[src/rtl/lane_pkg.sv]
// lane_pkg: LFSR tap table, gap-row builder and mode encodings for the lane generator
package lane_pkg;

   localparam logic MODE_RANDOM = 1'b0;
   localparam logic MODE_DRIFT  = 1'b1;

   // Maximal-length Fibonacci taps, bit i set means lfsr[i] feeds the XOR
   function automatic logic [15:0] tap_mask(input int w);
      return w == 3  ? 16'h0006 :
             w == 4  ? 16'h000C :
             w == 5  ? 16'h0014 :
             w == 6  ? 16'h0030 :
             w == 7  ? 16'h0060 :
             w == 8  ? 16'h00B8 :
             w == 9  ? 16'h0110 :
             w == 10 ? 16'h0240 :
             w == 11 ? 16'h0500 :
             w == 12 ? 16'h0829 :
             w == 13 ? 16'h100D :
             w == 14 ? 16'h2015 :
             w == 15 ? 16'h6000 : 16'hD008;
   endfunction

   function automatic logic [31:0] gap_row(input int pos, input int gap_w, input int line_w);
      logic [31:0] r;
      for (int i = 0; i < 32; i++) r[i] = (i < line_w) && !(i >= pos && i < pos + gap_w);
      return r;
   endfunction

endpackage

[src/rtl/lane_fifo.sv]
// lane_fifo: small prefetch FIFO with occupancy count and synchronous flush
module lane_fifo #(
   parameter int W     = 8,
   parameter int DEPTH = 4
) (
   input  logic                       clock,
   input  logic                       reset,
   input  logic                       flush,
   input  logic                       push,
   input  logic                       pop,
   input  logic [W-1:0]               din,
   output logic [W-1:0]               dout,
   output logic [$clog2(DEPTH):0]     count
);
   localparam int AW = $clog2(DEPTH);
   localparam int CW = AW + 1;
   logic [W-1:0]  mem [DEPTH];
   logic [AW-1:0] wp, rp;
   logic          wr, rd;
   assign wr   = push && count != CW'(DEPTH);
   assign rd   = pop && count != '0;
   assign dout = mem[rp];
   always_ff @(posedge clock or negedge reset)
      if (!reset) begin
         wp    <= '0;
         rp    <= '0;
         count <= '0;
      end else if (flush) begin
         wp    <= '0;
         rp    <= '0;
         count <= '0;
      end else begin
         wp    <= wp + AW'(wr);
         rp    <= rp + AW'(rd);
         count <= count + CW'(wr) - CW'(rd);
      end
   always_ff @(posedge clock)
      if (wr && !flush) mem[wp] <= din;
endmodule

[src/rtl/lane_pattern_gen.sv]
// lane_pattern_gen: LFSR-driven single-gap lane rows, prefetched into a FIFO
// and handed out over valid/ready; random or drifting gap placement.
module lane_pattern_gen
   import lane_pkg::*;
#(
   parameter int LINE_W       = 8,
   parameter int GAP_W        = 2,
   parameter int LFSR_W       = 3,
   parameter int DEPTH        = 4,
   parameter int SEED_DEFAULT = 1
) (
   input  logic                      clock,
   input  logic                      reset,
   input  logic                      enable,
   input  logic                      mode,
   input  logic                      seed_load,
   input  logic [LFSR_W-1:0]         seed,
   input  logic                      row_ready,
   output logic                      row_valid,
   output logic [LINE_W-1:0]         row,
   output logic [$clog2(LINE_W)-1:0] gap_pos
);
   localparam int MAXPOS = LINE_W - GAP_W;
   localparam int RANGE  = MAXPOS + 1;
   localparam int K      = $clog2(RANGE);
   localparam int PW     = $clog2(LINE_W);
   localparam int CW     = $clog2(DEPTH) + 1;
   localparam logic [15:0]       TAP_ALL = tap_mask(LFSR_W);
   localparam logic [LFSR_W-1:0] TAPS    = TAP_ALL[LFSR_W-1:0];
   localparam logic [LFSR_W-1:0] SEED0   = LFSR_W'(SEED_DEFAULT == 0 ? 1 : SEED_DEFAULT);
   localparam logic [PW-1:0]     MAXP    = PW'(MAXPOS);
   localparam logic [PW-1:0]     MIDP    = PW'(MAXPOS / 2);
   logic [LFSR_W-1:0]    lfsr;
   logic [PW-1:0]        prev_pos, pos;
   logic [K-1:0]         c;
   logic [LINE_W-1:0]    gap;
   logic [CW-1:0]        count;
   logic [LINE_W+PW-1:0] head;
   logic                 push, pop;
   assign c   = K'(lfsr);
   // 2^K < 2*RANGE, so one subtract folds any out-of-range draw back in
   assign pos = mode == MODE_DRIFT
              ? (lfsr[0] ? (prev_pos == MAXP ? MAXP : prev_pos + 1'b1)
                         : (prev_pos == '0 ? '0 : prev_pos - 1'b1))
              : (c > K'(MAXPOS) ? PW'(c - K'(RANGE)) : PW'(c));
   assign gap       = LINE_W'(gap_row(int'(pos), GAP_W, LINE_W));
   assign push      = enable && count < CW'(DEPTH) && !seed_load;
   assign pop       = row_valid && row_ready && !seed_load;
   assign row_valid = count != '0;
   assign row       = row_valid ? head[LINE_W-1:0] : '1;
   assign gap_pos   = row_valid ? head[LINE_W+PW-1:LINE_W] : '0;
   lane_fifo #(.W(LINE_W + PW), .DEPTH(DEPTH)) u_fifo (
      .clock (clock),
      .reset (reset),
      .flush (seed_load),
      .push  (push),
      .pop   (pop),
      .din   ({pos, gap}),
      .dout  (head),
      .count (count)
   );
   always_ff @(posedge clock or negedge reset)
      if (!reset) begin
         lfsr     <= SEED0;
         prev_pos <= MIDP;
      end else if (seed_load) begin
         lfsr     <= seed == '0 ? LFSR_W'(1) : seed;
         prev_pos <= MIDP;
      end else begin
         if (push) prev_pos <= pos;
         if (lfsr == '0) lfsr <= LFSR_W'(1);
         else if (push) lfsr <= {lfsr[LFSR_W-2:0], ^(lfsr & TAPS)};
      end
endmodule

[config.mk]
export PLATFORM = sky130hd
export DESIGN_NAME = lane_pattern_gen
export DESIGN_NICKNAME = d
export VERILOG_FILES = /design/src/rtl/lane_pkg.sv /design/src/rtl/lane_fifo.sv /design/src/rtl/lane_pattern_gen.sv
export SDC_FILE = /design/constraint.sdc
export NUM_CORES = 1
export LEC_CHECK = 0
export ABC_AREA = 1
export ABC_CLOCK_PERIOD_IN_PS = 5300
export CAP_MARGIN = 20
export CORE_ASPECT_RATIO = 1.1
export CORE_MARGIN = 2
export CORE_UTILIZATION = 30
export CTS_BUF_LIST = sky130_fd_sc_hd__clkbuf_2 sky130_fd_sc_hd__clkbuf_4 sky130_fd_sc_hd__clkbuf_8
export CTS_CLUSTER_SIZE = 28
export DETAILED_ROUTE_END_ITERATION = 10
export DONT_BUFFER_PORTS = 1
export PLACE_DENSITY = 0.44
export SLEW_MARGIN = 20
export SYNTH_ARGS = -nofsm -noshare
export SYNTH_HDL_FRONTEND = slang
export SYNTH_SLANG_ARGS = --single-unit
[constraint.sdc]
create_clock -name clock -period 5.3 [get_ports clock]
set_input_delay 0.795 -clock clock [delete_from_list [all_inputs] [get_ports clock]]
set_output_delay 0.795 -clock clock [all_outputs]
set_load 0.02 [all_outputs]
* Word level (Yosys, flattened, before mapping)
Memories as Yosys holds them, arrays and structs flattened.
Cells that the tools add are included.
** Operators by class
- Bitwise operators :: 0
- Equality and inequality tests :: 2
- Multipliers :: 0
- Muxes and demuxes :: 18
- Shift-type cells :: 0
- Divide/modulo/power cells :: 0
- Add/sub/neg operators :: 8
- $lt $le $gt $ge :: 17
- Reductions and logical operators :: 30
** Operators by type and width (count)
- 4-bit by 32-bit less-than comparator with 1-bit output, first input constant :: 4
- 3-bit by 32-bit less-than comparator with 1-bit output, first input constant :: 2
- 3-bit two-way mux :: 13
- 1-bit by 32-bit less-than comparator with 1-bit output, first input constant :: 1
- 2-bit by 32-bit less-than comparator with 1-bit output, first input constant :: 1
- 1-bit logical AND :: 14
- 3-bit >= comparator, first input constant :: 3
- 1-bit zero test :: 9
- 3-bit zero test :: 3
- 8-bit two-way mux :: 1
- 1-bit by 3-bit >= comparator with 1-bit output, first input constant :: 2
- 2-bit by 3-bit >= comparator with 1-bit output, first input constant :: 2
- 3-bit nonzero test :: 2
- 2-bit by 1-bit adder with 2-bit output :: 2
- 3-bit by 2-bit adder with 4-bit output, second input constant :: 1
- 2-bit two-way mux :: 2
- 3-bit by 1-bit adder with 3-bit output :: 1
- 3-bit by 1-bit adder with 3-bit output, second input constant :: 1
- 3-bit equality test, second input constant :: 1
- 3-bit greater-than comparator, second input constant :: 1
- 3-bit less-than comparator, second input constant :: 1
- 3-bit != test, second input constant :: 1
- 3-bit parity :: 1
- 3-bit by 1-bit subtractor with 3-bit output :: 1
- other kinds (4) :: 5
** Word-level totals
- Memories :: 1
- Register bits :: 13
- ROM bits :: 0
- Bits in latches :: 0
- Bits of input ports :: 9
- Bits in writable memories :: 44
** Memory list
- u_fifo.mem :: words 4, width 11, read ports 1, clocked after memory_dff 0, wr ports 1, line lane_fifo.sv:17 : logic [W-1:0] mem [DEPTH];

* Longest topological paths before layout
- Depth after elaboration :: 8
- Depth in mapped cells :: 14
- Gate-level depth less buffers :: 14

* By module
A second synthesis with hierarchy kept.
** Unflattened totals
- Cell total of the unflattened synthesis :: 302
- Area total of the unflattened synthesis :: 2987.9 µm²
** By module, submodules not included
- lane_fifo :: times used 1, seq. area each 1496.4 µm², cells each 157, area an instance 2055.7 µm²
- lane_pattern_gen :: times used 1, seq. area each 153.9 µm², cells each 145, area an instance 932.1 µm²

* Worst setup path after synthesis
Ideal clock, no wire load.
- Kind :: input -> register
- From :: input enable
- To :: memory u_fifo.mem[0][0] (netlist bit) (enable)
- Library setup time :: 0.393 ns
- Cell stages on the path :: 6
- Arrival time :: 2.111 ns
- Slack :: 2.796 ns
- Cells stage by stage :: inv_1 > nor2_1 > inv_1 > nor2_1 > inv_2 > nor3_1
** On the way
- Longest elaborated chain between the ends :: 6
** Ends and longest elaborated chain
- start, declared :: line lane_pattern_gen.sv:14 : input logic enable,
- 1-bit logical AND (2 in series) :: line lane_pattern_gen.sv:47 : assign push = enable && count < CW'(DEPTH) && !seed_load;
- 1-bit logical AND :: line lane_fifo.sv:20 : assign wr = push && count != CW'(DEPTH);
- 1-bit logical AND :: line lane_fifo.sv:38 : if (wr && !flush) mem[wp] <= din;
- 1-bit two-way mux :: line lane_fifo.sv:38
- 1-bit two-way mux (implied by the code) :: line lane_fifo.sv:38
- end, declared :: line lane_fifo.sv:17
No other way between the ends.

* Worst setup path in the final report
- From :: register u_fifo.rp[0]
- To :: output row[3]
** On the way
- Longest elaborated chain between the ends :: 2
** Ends and longest elaborated chain
- start, declared :: line lane_fifo.sv:18 : logic [AW-1:0] wp, rp;
- start signal, assigned :: line lane_fifo.sv:34 : rp <= rp + AW'(rd);
- memory read 4 x 11 bit
- 8-bit two-way mux :: line lane_pattern_gen.sv:50 : assign row = row_valid ? head[LINE_W-1:0] : '1;
- end, declared :: line lane_pattern_gen.sv:20 : output logic [LINE_W-1:0] row,
No other way between the ends.

==> summary.txt <==
Synthesis
  – Yosys warning count: 0
  – Sequential share of the synthesized area: a little under three fifths
  – Netlist area before placement: 2914 sq um
  – Number of distinct standard cells referenced by the synthesized netlist: 26
  – Synthesized flop and latch total: 57
  – Mean Syn Cell Area: 9.681 sq um
  – Synthesized netlist cell count: around 300
  – Nets in the synthesized netlist: 330

Worst setup path
  – Crit path required time: 4.51 ns
  – Kind of capture point of the worst setup path: output pin
  – Combined buffer and inverter count along the critical path: 1
  – Ordered cell list for the critical path: inv_1 -> nor2_1 -> o311ai_0
  – Signal arrival time at the worst endpoint: 2.22 ns
  – Maximum fanout count along the critical path: 22
  – Slowest stage cell on the critical path: o311ai_0
  – Start-to-end type of the worst setup path: reg -> out
  – Family of cells with the greatest summed delay on the critical path: compound AO/OA/AOI/OAI gates
  – Critical Path Max Stage Delay: 0.91 ns
  – Type of element launching the critical path: flop

CTS
  – Clock tree root driver cell: clkbuf_8
  – # Post-CTS Setup Buffers: 0
  – Number of buffers between clock root and the deepest sink: 2
  – Cts-stage hold buffer count: 0
  – Maximum level of the CTS H-tree: 3
  – Post-cts resize count: 0
  – Clock network latency to the later pin of the worst-skew pair: 0.34 ns
  – Sink Count: 57
  – Total CTS buffers: 9
  – Worst-path clk slew: around 0.070 ns
  – CTS tree: yes

Power
  – Power per standard cell area: 479.2 nW/um^2
  – Leakage power of the design: 0.001376 uW
  – Worst vdd ir: 144.4 uV

Floorplanning
  – Core ar.: about 9400 sq um
  – Initial core utilization: between 30% and 40%
  – Chip Width: ~98 microns
  – Overall die height: about 110 microns
  – Num rows: 37
  – Number of top-level pins: 21
  – Die ar.: between 10000 and 15000 sq um

Drt
  – DRT antenna net count: 0
  – DR vias/cell: 4.588
  – Number of DRC markers after the initial detailed-route iteration: roughly 100
  – WL final: 6.279 mm
  – Wirelength per Cell: 14.30 microns
  – Number of optimization iterations in the first detailed-route pass: 4
  – Vias after detailed routing: 2014
  – DRC violations left: 0

STA
  – Slew Limit Fails: 0
  – Worst-Margin Slew: between 1 and 1.5 ns
  – Fmax: ~0.33 GHz
  – Final worst-path cycle share: 56.84%
  – Fin. Hold Viols: 0
  – Setup violations, final: 0
  – RSZ-0062 raised after global routing: false
  – Headroom to the max-slew limit: 26.81%
  – Fin Setup TNS: 0 ns
  – Tmin final: between 3 and 4 ns
  – Clock Skew: between 0.009 and 0.01 ns
  – Min Hold Slack: ~0.14 ns

Global routing
  – Number of antenna violations at the first check in global routing: 0
  – Total congestion overflow: 0
  – Total track usage: between 10% and 20%
  – Vias in the first global route: between 1500 and 2000
  – Maximum number of pins on one net before global-route repair: 24
  – First-pass GRT wire length: 10.25 mm

Outcome
  – Result of the run: finished clean

Placement
  – Total of buffers placed on input and output ports: 0
  – Placer Congestion: between 0.7 and 0.8
  – Instance area after placement: approximately 3100 sq um
  – Cell count after placement: 423
  – Detail Placement HPWL: 4.325 mm

Cells and area
  – Fin nets: between 300 and 400
  – Post-layout instance area: between 3000 and 4000 sq um
  – Final instance count without filler cells: 439
  – Diodes inserted: 0
  – Growth of design area from synthesis to finish: 14.13%
  – Commonest non-fill, non-tap cells in the layout: 62 x nor2_1, 48 x nand2_1, 44 x edfxtp_1, 35 x inv_1, 19 x ha_1
  – Most frequent standard cell in the layout excluding fill and tap cells: nor2_1
  – Proportion of layout cells with a drive suffix above 1: about 13%

Worst hold path
  – Min-delay worst type: in -> async

Run
  – Max_cap viols: 0
==> report_power, final <==
| part | total, uW | leakage (uW) | internal [uW] | switching (uW) |
|---|---|---|---|---|
| registers | 615 | 0.000555 | 580 | 34.7 |
| logic | 546 | 0.000716 | 165 | 381 |
| clock network | 433 | 0.000106 | 259 | 174 |
==> final timing paths <==
path | from | end | slack (ns) | cells after the start
min reg2reg | prev_pos[0] | prev_pos[0] | 0.58 | 2
max reg2reg | prev_pos[0] | u_fifo.mem[0][4] | 2.67 | 13
max in group asynchronous | reset | prev_pos[1] | 4.98 | 0
min in group clock | seed_load | u_fifo.count[0] | 0.51 | 1
min | reset | c[1] | 0.14 | 0
max | u_fifo.rp[0] | row[3] | 2.29 | 3
==> state kept, by name (all words and copies together) (netlist names) <==
signal        flops
u_fifo.wp         2
prev_pos          3
u_fifo.rp         2
c                 3
u_fifo.count      3
u_fifo.mem       44
==> kinds of logic (layout without fill, tap and decap cells) <==
family / Yosys count / in the layout / share of synthesized area, %
XOR/XNOR: 1 / 1 / 0.3006
buffers and inverters: 46 / 67 / 6.183
AND/OR/NAND/NOR: 137 / 137 / 19.84
AO/OA/AOI/OAI: 40 / 40 / 8.201
adder cells (fa/ha/maj): 20 / 20 / 8.845
flip-flops: 57 / 57 / 56.63
==> routing by layer <==
| layer | GRT usage (%) | vias to the layer above | part of all wire [%] |
|---|---|---|---|
| met5 | 0 | - | 0 |
| met4 | 5.357 | 0 | 1.7 |
| met2 | 21.18 | 23 | 50 |
| met1 | 16.43 | 943 | 46 |
| li1 | - | 1039 | - |
| met3 | 3.442 | 9 | 2.7 |
==> final cells by class <==
type	count	area (sq um)
Clock buffer	9	123.9
Clock inverter	7	85.08
Fill cell	982	6072
Inverter	39	146.4
Multi-Input combinational cell	198	1084
Sequential cell	57	1650
Tap cell	117	146.4
Timing Repair Buffer	12	90.09
==> cell usage after synthesis (all sizes together) <==
cell / number / share of area, %
o311ai: 8 / 2.4
or2: 1 / 0.21
and3: 1 / 0.21
buf: 6 / 1.0
xnor2: 1 / 0.30
dfstp: 3 / 2.7
a31oi: 1 / 0.21
a211oi: 1 / 0.26
fa: 1 / 0.69
o22ai: 4 / 0.86
ha: 19 / 8.2
clkbuf: 1 / 0.13
nor3: 5 / 0.86
a21oi: 9 / 1.5
o21ai: 17 / 2.9
edfxtp: 44 / 45
nand3: 14 / 2.9
dfrtp: 10 / 8.6
nor2: 63 / 8.2
nand2: 53 / 7.4
inv: 39 / 5.0
==> through the flow <==
step           setup slack [ns]  utilization (%)  total power [uW]
3_3_place_gp              2.683            33.16              1178
3_5_place_dp              2.617            33.16              1182
5_1_grt                   2.120            35.39              1716
4_1_cts                   2.240            35.39              1618
6_report                  2.288            35.39              1594
2_1_floorplan             2.796                -              1012
No activity file was read; power rests on OpenSTA's default activity.
